[config.mk]
export PLATFORM = sky130hd
export DESIGN_NAME = bitstream_loader
export DESIGN_NICKNAME = d
export VERILOG_FILES = /design/src/rtl/bitstream_pkg.sv /design/src/rtl/cfg_shift_reg.sv /design/src/rtl/bitstream_loader.sv
export SDC_FILE = /design/constraint.sdc
export NUM_CORES = 1
export LEC_CHECK = 0
export CORE_ASPECT_RATIO = 0.9
export CORE_UTILIZATION = 58
export CTS_BUF_LIST = sky130_fd_sc_hd__clkbuf_4 sky130_fd_sc_hd__clkbuf_8
export DETAILED_ROUTE_END_ITERATION = 10
export PLACE_DENSITY_LB_ADDON = 0.05
export SLEW_MARGIN = 10
export SYNTH_ARGS = -nofsm -noshare
export SYNTH_HDL_FRONTEND = slang
export SYNTH_SLANG_ARGS = --single-unit
export TNS_END_PERCENT = 5
[constraint.sdc]
create_clock -name clk -period 2.26 [get_ports clk]
set_clock_uncertainty 0.15 [all_clocks]
set_input_delay 0.226 -clock clk [delete_from_list [all_inputs] [get_ports clk]]
set_output_delay 0.226 -clock clk [all_outputs]
set_load 0.03 [all_outputs]
[src/rtl/bitstream_pkg.sv]
// Shared definitions for the serial configuration loader: FSM encoding,
// default frame marker and the frame checksum.
package bitstream_pkg;

    typedef enum logic [1:0] {
        HUNT   = 2'd0,
        LOAD   = 2'd1,
        CHECK  = 2'd2,
        COMMIT = 2'd3
    } state_t;

    localparam logic [7:0] SYNC_WORD_DEFAULT = 8'hA5;

    // Widest bitfile the checksum helper supports; narrower words are zero-padded.
    localparam int MAX_BYTES = 16;
    localparam int MAX_BW    = 8 * MAX_BYTES;

    // Zero padding bytes leave the XOR unchanged, so every slot can be folded in.
    function automatic logic [7:0] checksum(input logic [MAX_BW-1:0] data);
        logic [7:0] acc;
        acc = '0;
        for (int i = 0; i < MAX_BYTES; i++) begin
            acc = acc ^ data[8*i +: 8];
        end
        return ~acc;
    endfunction

endpackage

[src/rtl/cfg_shift_reg.sv]
// Serial-in/parallel-out shift register, new bit enters the LSB.
// Clear has priority over shift enable.
module cfg_shift_reg #(
    parameter int W = 8
) (
    input  logic         clk,
    input  logic         rst,
    input  logic         clr,
    input  logic         en,
    input  logic         din,
    output logic [W-1:0] q
);

    // NOTE: sequential state is always written with non-blocking assignments.
    always_ff @(posedge clk) begin
        if (rst || clr) begin
            q <= '0;
        end else if (en) begin
            q <= {q[W-2:0], din};
        end
    end

endmodule

[src/rtl/bitstream_loader.sv]
// Framed serial configuration loader: hunts for the sync marker, shifts in data
// and checksum, and updates the bitfile atomically only on a good checksum.
module bitstream_loader
    import bitstream_pkg::*;
#(
    parameter int         NUM_BYTES = 1,
    parameter logic [7:0] SYNC_WORD = SYNC_WORD_DEFAULT
) (
    input  logic                   clk,
    input  logic                   rst,
    input  logic                   cfg_valid,
    input  logic                   cfg_bit,
    output logic                   cfg_ready,
    input  logic                   abort,
    output logic [8*NUM_BYTES-1:0] bitfile,
    output logic                   cfg_done,
    output logic                   cfg_err,
    output logic                   busy
);

    localparam int BW = 8 * NUM_BYTES;
    localparam int CW = $clog2(BW);

    state_t          state_q, state_d;
    logic [CW-1:0]   cnt_q;
    logic [7:0]      sync_q;
    logic [BW-1:0]   data_q;
    logic [7:0]      chk_q;
    logic            match_q;
    logic            accept;
    logic            chk_ok;
    logic [MAX_BW-1:0] data_pad;

    assign cfg_ready = (state_q != COMMIT);
    assign accept    = cfg_valid && cfg_ready;

    // Sync search restarts from an empty window whenever the FSM comes back to HUNT.
    cfg_shift_reg #(.W(8)) u_sync (
        .clk (clk),
        .rst (rst),
        .clr (state_q != HUNT),
        .en  (accept && (state_q == HUNT)),
        .din (cfg_bit),
        .q   (sync_q)
    );

    cfg_shift_reg #(.W(BW)) u_data (
        .clk (clk),
        .rst (rst),
        .clr (1'b0),
        .en  (accept && (state_q == LOAD)),
        .din (cfg_bit),
        .q   (data_q)
    );

    cfg_shift_reg #(.W(8)) u_chk (
        .clk (clk),
        .rst (rst),
        .clr (1'b0),
        .en  (accept && (state_q == CHECK)),
        .din (cfg_bit),
        .q   (chk_q)
    );

    // Compare against the checksum including the bit being accepted this cycle.
    always_comb begin
        data_pad          = '0;
        data_pad[BW-1:0]  = data_q;
        chk_ok            = (checksum(data_pad) == {chk_q[6:0], cfg_bit});
    end

    // NOTE: every signal written here gets a default first, so no latch is inferred.
    always_comb begin
        state_d = state_q;
        unique case (state_q)
            HUNT: begin
                if (accept && ({sync_q[6:0], cfg_bit} == SYNC_WORD)) state_d = LOAD;
            end
            LOAD: begin
                if (abort)                                    state_d = HUNT;
                else if (accept && (cnt_q == CW'(BW - 1)))    state_d = CHECK;
            end
            CHECK: begin
                if (abort)                                    state_d = HUNT;
                else if (accept && (cnt_q == CW'(7)))         state_d = COMMIT;
            end
            COMMIT:                                           state_d = HUNT;
            default:                                          state_d = HUNT;
        endcase
    end

    always_ff @(posedge clk) begin
        if (rst) begin
            state_q  <= HUNT;
            cnt_q    <= '0;
            match_q  <= 1'b0;
            bitfile  <= '0;
            cfg_done <= 1'b0;
            cfg_err  <= 1'b0;
            busy     <= 1'b0;
        end else begin
            state_q  <= state_d;
            busy     <= (state_d != HUNT);
            cfg_done <= 1'b0;
            cfg_err  <= 1'b0;

            if (state_d != state_q) begin
                cnt_q <= '0;
            end else if (accept && ((state_q == LOAD) || (state_q == CHECK))) begin
                cnt_q <= cnt_q + 1'b1;
            end

            if (accept && (state_q == CHECK)) begin
                match_q <= chk_ok;
            end

            if (state_q == COMMIT) begin
                if (match_q) begin
                    bitfile  <= data_q;
                    cfg_done <= 1'b1;
                end else begin
                    cfg_err  <= 1'b1;
                end
            end
        end
    end

endmodule

==> results.py, run 1 <==
metrics = {
    "detailed_routing": {
        "drt_iter0_drc": 60,
        "routedLengthMet1_um": 1610,
        "antenna_left": 0,
        "finalWirelength_um": 3260,
        "wl_per_cell_um": 13.1,
        "via_count": 1351,
        "routed_via_density": 5.43,
        "dr.pass1.iters": 4,
        "top_layer_used": "met4",
        "dr_wl_met2_um": 1460,
        "route.detailed.drc": 0,
        "wl_met3_um": 150,
    },
    "timing": {
        "slew_headroom_pct": 65.7,
        "setup_viol_count_final": 0,
        "grt_setup_unrepaired": "false",
        "slew_viol_final": 0,
        "hold_violations": 0,
        "whs_ps": 313,
        "fin_setup_tns_ps": 0,
        "post-route-period-util_pct": 95.0,
        "max_freq_ghz": 0.466,
        "tightest_slew_ps": 508,
        "period_minus_slack_ps": 2150,
    },
    "worst_setup_path": {
        "cp_max_fo": 6,
        "path_cells": "ha_1, inv_1, clkdlybuf4s50_1",
        "path_class": "reg -> out",
        "crit_path_end_kind": "output port",
        "critPathArrivalTime_ps": 1770,
        "slowest_delay_ps": 670,
        "crit_family": "buffers and inverters",
        "path_buf_inv": 2,
        "r2r-start": "state_q[0]",
        "startpoint_type": "register",
        "critPathLaunch": "state_q[0]",
        "crit_slowest_cell": "clkdlybuf4s50_1",
        "cp.required_ps": 1880,
    },
    "synthesis": {
        "synth-simple-area-share_pct": 22.1,
        "synth-edff-count": 0,
        "syn-num-nets": 201,
        "synth_top_family_by_area": "simple AND/OR/NAND/NOR gates",
        "muxShareOfSynthArea_pct": 8.74,
        "synthTopCellsByArea": "dfxtp_1 (45%), mux2i_1 (8.7%), nand2_1 (6.8%)",
        "synth_top_area_share_pct": 45.4,
        "synth_compound_area_share_pct": 11.0,
        "synth_ff_type": "dfxtp_1",
        "syn_inst": 189,
        "netlist_area_mm2": 0.00172,
        "yosysTopAreaCell": "dfxtp_1",
        "synthAdderAreaFrac_pct": 5.10,
        "synth.avg_cell_area_um2": 9.09,
        "synthArstFlopShare_pct": 0,
        "yosysSeqAreaShare_pct": 45.4,
        "yosysWarningCount": 0,
        "synth-xor-area-share_pct": 4.59,
        "ys_ff_latch": 39,
        "ys_types": 31,
    },
    "placed_design": {
        "port_buffers": 16,
        "hpwl_um": 2430,
        "place.gp.congestion": 0.913,
        "post_dp_cell_area_mm2": 0.00192,
    },
    "min_path": {
        "hold_start": "bitfile[3]",
        "holdCritPathClass": "reg -> reg",
    },
    "cts": {
        "cts.hold.buffers_added": 0,
        "path_clk_slew_ps": 110,
        "h-tree-depth": 2,
        "cts_buffers": 5,
        "tritoncts": "built",
        "numClockSinks": 39,
        "root_buffer": "clkbuf_4",
        "clk_latency_ps": 340,
        "clock_tree.buffer_depth": 2,
    },
    "grt": {
        "grt_overflow": 0,
        "grt_pass1_vias": 1152,
        "antenna_found_initial": 0,
        "track_usage_pct": 22.6,
        "grt_pass1_wl_um": 5230,
        "grt_max_degree": 20,
    },
    "outcome": {
        "outcome": "complete, no violations",
    },
    "floorplanning": {
        "placementRows": 18,
        "die_y_um": 53.6,
        "die_w_um": 59.4,
        "start_util_pct": 62.0,
        "core-area_mm2": 0.00277,
        "die_area_mm2": 0.00318,
        "ios": 17,
    },
    "finish": {
        "finalInstanceArea_mm2": 0.00199,
        "post-route-util_pct": 72.0,
        "diodes": 0,
        "drive_gt1_share_pct": 8.61,
        "area_delta_synth_final_pct": 16.0,
        "layout.nets": 220,
    },
    "power": {
        "leakagePower_nw": 0.856,
        "irDropWorstVdd_uv": 461,
        "cellPowerDensity_mw_per_mm2": 569,
    },
    "flow_run": {
        "cap_violations": 0,
    },
}
==> synth_stat cells, drive strengths merged, types with 3 or more instances <==
cell / instances
nor2: 17
clkbuf: 6
xor2: 8
o21ai: 3
dfxtp: 39
nand3: 12
nor4bb: 3
inv: 3
a21oi: 20
nor3: 4
ha: 7
nand2: 32
mux2i: 15
==> sequential cells by signal, indices dropped and copies added, names as in the netlist <==
signal / count
cfg_err: 1
cnt_q: 3
u_data.q: 8
cfg_done: 1
u_chk.q: 7
state_q: 2
bitfile: 8
u_sync.q: 7
busy: 1
match_q: 1
==> cells in the final DEF (no fill, tap or decap), types with 2 or more instances in the layout <==
cell             synthesis  routed
xor2_1                   8       8
clkbuf_4                 0       6
a21oi_1                 20      20
nand3_1                 12      12
dfxtp_1                 39      38
nor3_1                   4       4
clkbuf_8                 0       2
ha_1                     7       6
nor4bb_1                 3       3
buf_4                    1       4
nand2_1                 31      31
a2bb2oi_1                2       2
nor2_1                  17      17
nand4_1                  2       2
inv_1                    3       3
nand2b_1                 2       2
o21ai_0                  3       3
mux2i_1                 15      15
clkdlybuf4s50_1          0      16
==> metal layers <==
layer	vias up	global-route usage [%]
li1	693	-
met1	613	30.5
met2	40	33.9
met3	5	6.25
met4	0	9.92
met5	-	0
==> metrics by stage <==
stage | setup slack (ps) | total power, mW | std cells
2_1_floorplan | 378 | 0.728 | 189
3_3_place_gp | 235 | 0.741 | 241
3_5_place_dp | 156 | 0.743 | 241
4_1_cts | 40.6 | 1.14 | 249
5_1_grt | 31.1 | 1.17 | 249
6_report | 114 | 1.13 | 249
==> cell type report <==
class	count	area, µm²
fillers	227	777
flip-flops and latches	39	782
well taps	40	50.0
inverters	3	11.3
multi-input cells	139	887
repair buffers	20	190
clock buffers	8	72.6
==> where the power goes <==
group	leakage, nW	internal (mW)	switching [mW]
Clock	0.0420	0.195	0.212
Combinational	0.499	0.0142	0.0230
Sequential	0.315	0.689	0.00164
==> cells by family after synthesis <==
logic type / Yosys count
simple gates: 77
flops: 39
compound gates: 31
mux: 15
buf+inv: 11
xor+xnor: 9
fa+ha+maj: 7
==> worst paths after layout <==
path	to	slack (ps)	cells past startpoint
worst max-delay path	cfg_ready	110	3
worst min-delay path	bitfile[3]	310	2
worst max register to register	cnt_q[0]	230	6
worst min register to register	bitfile[3]	310	2
==> repair_timing <==
item,4_1_cts,5_1_grt
buffers inserted,0,0
gates resized for setup,0,2
setup endpoints to repair,0,4
==> worst register-to-register path: stages (launching register included) <==
cell      delay, ps
dfxtp_1         440
inv_1           160
ha_2            300
o21bai_2        220
o221ai_1        130
a221o_1         400
nor3_1          170
(Power assumes the default switching activity.)
==> run 2, diff against run 1 <==
CORE_UTILIZATION = 25   (was 58)
==> run 2 against run 1 <==
Sequential power about the same. Die area grew 130%. Final area is 6.5% higher. Combinational power grew 1%. Hold slack lost 6.1 ps. Critical path depth rose by 3. First-iteration DRC count down 27%. Flip-flop and latch count stayed put. Clock power grew 49%. Setup slack gained 7.5 ps. Global-route usage down 11 points. Critical endpoint is now cnt_q[0].
==> results.py, run 2 (same netlist as run 1, synthesis figures left out) <==
metrics = {
    "detailed_routing": {
        "finalWirelength_um": 3790,
        "route.detailed.drc": 0,
        "wl_per_cell_um": 12.5,
        "antenna_left": 0,
        "dr.pass1.iters": 4,
        "via_count": 1345,
        "drt_iter0_drc": 44,
        "routed_via_density": 4.45,
    },
    "worst_setup_path": {
        "cp_max_fo": 8,
        "cp.required_ps": 2320,
        "slowest_delay_ps": 420,
        "path_buf_inv": 1,
        "path_class": "reg -> reg",
        "path_cells": "inv_1, ha_1, o21bai_2, o221ai_1, a221o_1, nor3_1",
        "crit_slowest_cell": "dfxtp_1",
        "critPathArrivalTime_ps": 2200,
        "crit_family": "compound AO/OA/AOI/OAI gates",
        "r2r_setup_slack_ps": 120,
        "startpoint_type": "register",
        "crit_path_end_kind": "register",
    },
    "finish": {
        "area_delta_synth_final_pct": 23.5,
        "layout.nets": 223,
        "finalInstanceArea_mm2": 0.00212,
        "drive_gt1_share_pct": 8.96,
        "diodes": 0,
        "reg_top3": "bitfile (8), u_data.q (8)",
        "fin_cells": 302,
        "fillers": 678,
        "mostFrequentLayoutCells": "dfxtp_1 (39), nand2_1 (31), a21oi_1 (20), nor2_1 (17)",
        "final_common_cell": "dfxtp_1",
    },
    "grt": {
        "antenna_found_initial": 0,
        "track_usage_pct": 11.8,
        "grt_max_degree": 27,
        "grt_overflow": 0,
        "grt_pass1_vias": 1275,
        "grt_pass1_wl_um": 6270,
    },
    "power": {
        "combPwrFrac_pct": 2.8,
        "leakagePower_nw": 0.890,
        "cellPowerDensity_mw_per_mm2": 628,
        "p_int_mw": 1.06,
        "irDropWorstVdd_uv": 234,
        "p_clk_share_pct": 45.4,
        "seqPwrFrac_pct": 51.8,
        "power_switching_mw": 0.273,
        "switching_share_pct": 20.5,
    },
    "timing": {
        "tightest_slew_ps": 417,
        "grt_setup_unrepaired": "false",
        "setup_viol_count_final": 0,
        "whs_ps": 307,
        "max_freq_ghz": 0.468,
        "period_minus_slack_ps": 2140,
        "slew_headroom_pct": 71.8,
        "post-route-period-util_pct": 94.6,
        "hold_violations": 0,
        "fin_setup_tns_ps": 0,
        "slew_viol_final": 0,
    },
    "cts": {
        "clk_latency_ps": 290,
        "cts_buffers": 5,
        "cts.hold.buffers_added": 0,
        "clock_tree.buffer_depth": 2,
        "path_clk_slew_ps": 80,
        "root_buffer": "clkbuf_8",
        "cts-resized-gates": 0,
        "numClockSinks": 39,
        "post_cts_buffers": 0,
        "tritoncts": "built",
        "h-tree-depth": 2,
    },
    "placed_design": {
        "post-place-cells": 294,
        "port_buffers": 16,
        "hpwl_um": 2790,
        "place.gp.congestion": 0.790,
        "post_dp_cell_area_mm2": 0.00200,
    },
    "floorplanning": {
        "die_area_mm2": 0.00721,
        "ios": 17,
        "placementRows": 28,
        "die_y_um": 80.6,
        "die_w_um": 89.4,
        "core-area_mm2": 0.00662,
        "start_util_pct": 25.9,
    },
    "min_path": {
        "holdCritPathClass": "reg -> reg",
    },
    "outcome": {
        "outcome": "complete, no violations",
    },
    "flow_run": {
        "cap_violations": 0,
    },
}
==> run 2: worst paths after layout <==
| kind | start | endpoint | depth (start not counted) |
|---|---|---|---|
| worst min-delay path | bitfile[1] | bitfile[1] | 2 |
| worst min register to register | bitfile[1] | bitfile[1] | 2 |
| worst max register to register | state_q[0] | cnt_q[0] | 6 |
| worst max-delay path | state_q[0] | cnt_q[0] | 6 |
==> run 2: metrics by stage <==
step                      utilization, %  setup WS [ps]  total power [mW]
after global routing                32.0           3.97              1.39
after detailed placement            30.2            149             0.744
after global placement              30.2            193             0.744
after CTS                           32.0           34.3              1.35
after floorplan                        -            378             0.728
final                               32.0            121              1.33
==> run 2: layer usage <==
metal	routed length, µm	vias to the layer above	GRT usage [%]
met3	136	5	3.70
li1	-	697	-
met2	1600	16	16.9
met4	45	0	5.40
met1	2000	627	16.0
met5	0	-	0
==> run 2: power groups by stage <==
stage / Clock (mW) / Combinational [mW] / Sequential [mW]
6_report: 0.605 / 0.0376 / 0.690
5_1_grt: 0.657 / 0.0406 / 0.690
2_1_floorplan: 0 / 0.0228 / 0.706
4_1_cts: 0.627 / 0.0379 / 0.690
3_5_place_dp: 0 / 0.0377 / 0.706
3_3_place_gp: 0 / 0.0375 / 0.706
==> run 2: tightest hold or removal path, delay by kind of cell (launching register included) <==
family             cells  cell delay [ps]
AOI/OAI and AO/OA      1               50
and+or+nand+nor        1               50
DFF                    1              320
==> run 2: layout make-up <==
cell class	count	area, µm²	area share, %
timing repair buffer	23	215	10.1
sequential	39	781	36.8
tap	90	113	5.31
inverter	3	11.3	0.531
multi-input combinational	139	885	41.7
clock inverter	2	35.0	1.65
clock buffer	6	82.6	3.89
==> run 3, diff against run 2 <==
SLEW_MARGIN = 20   (was 10)
==> results of run 3 <==
No change in the layout: final DEF, timing and power equal those of run 2.
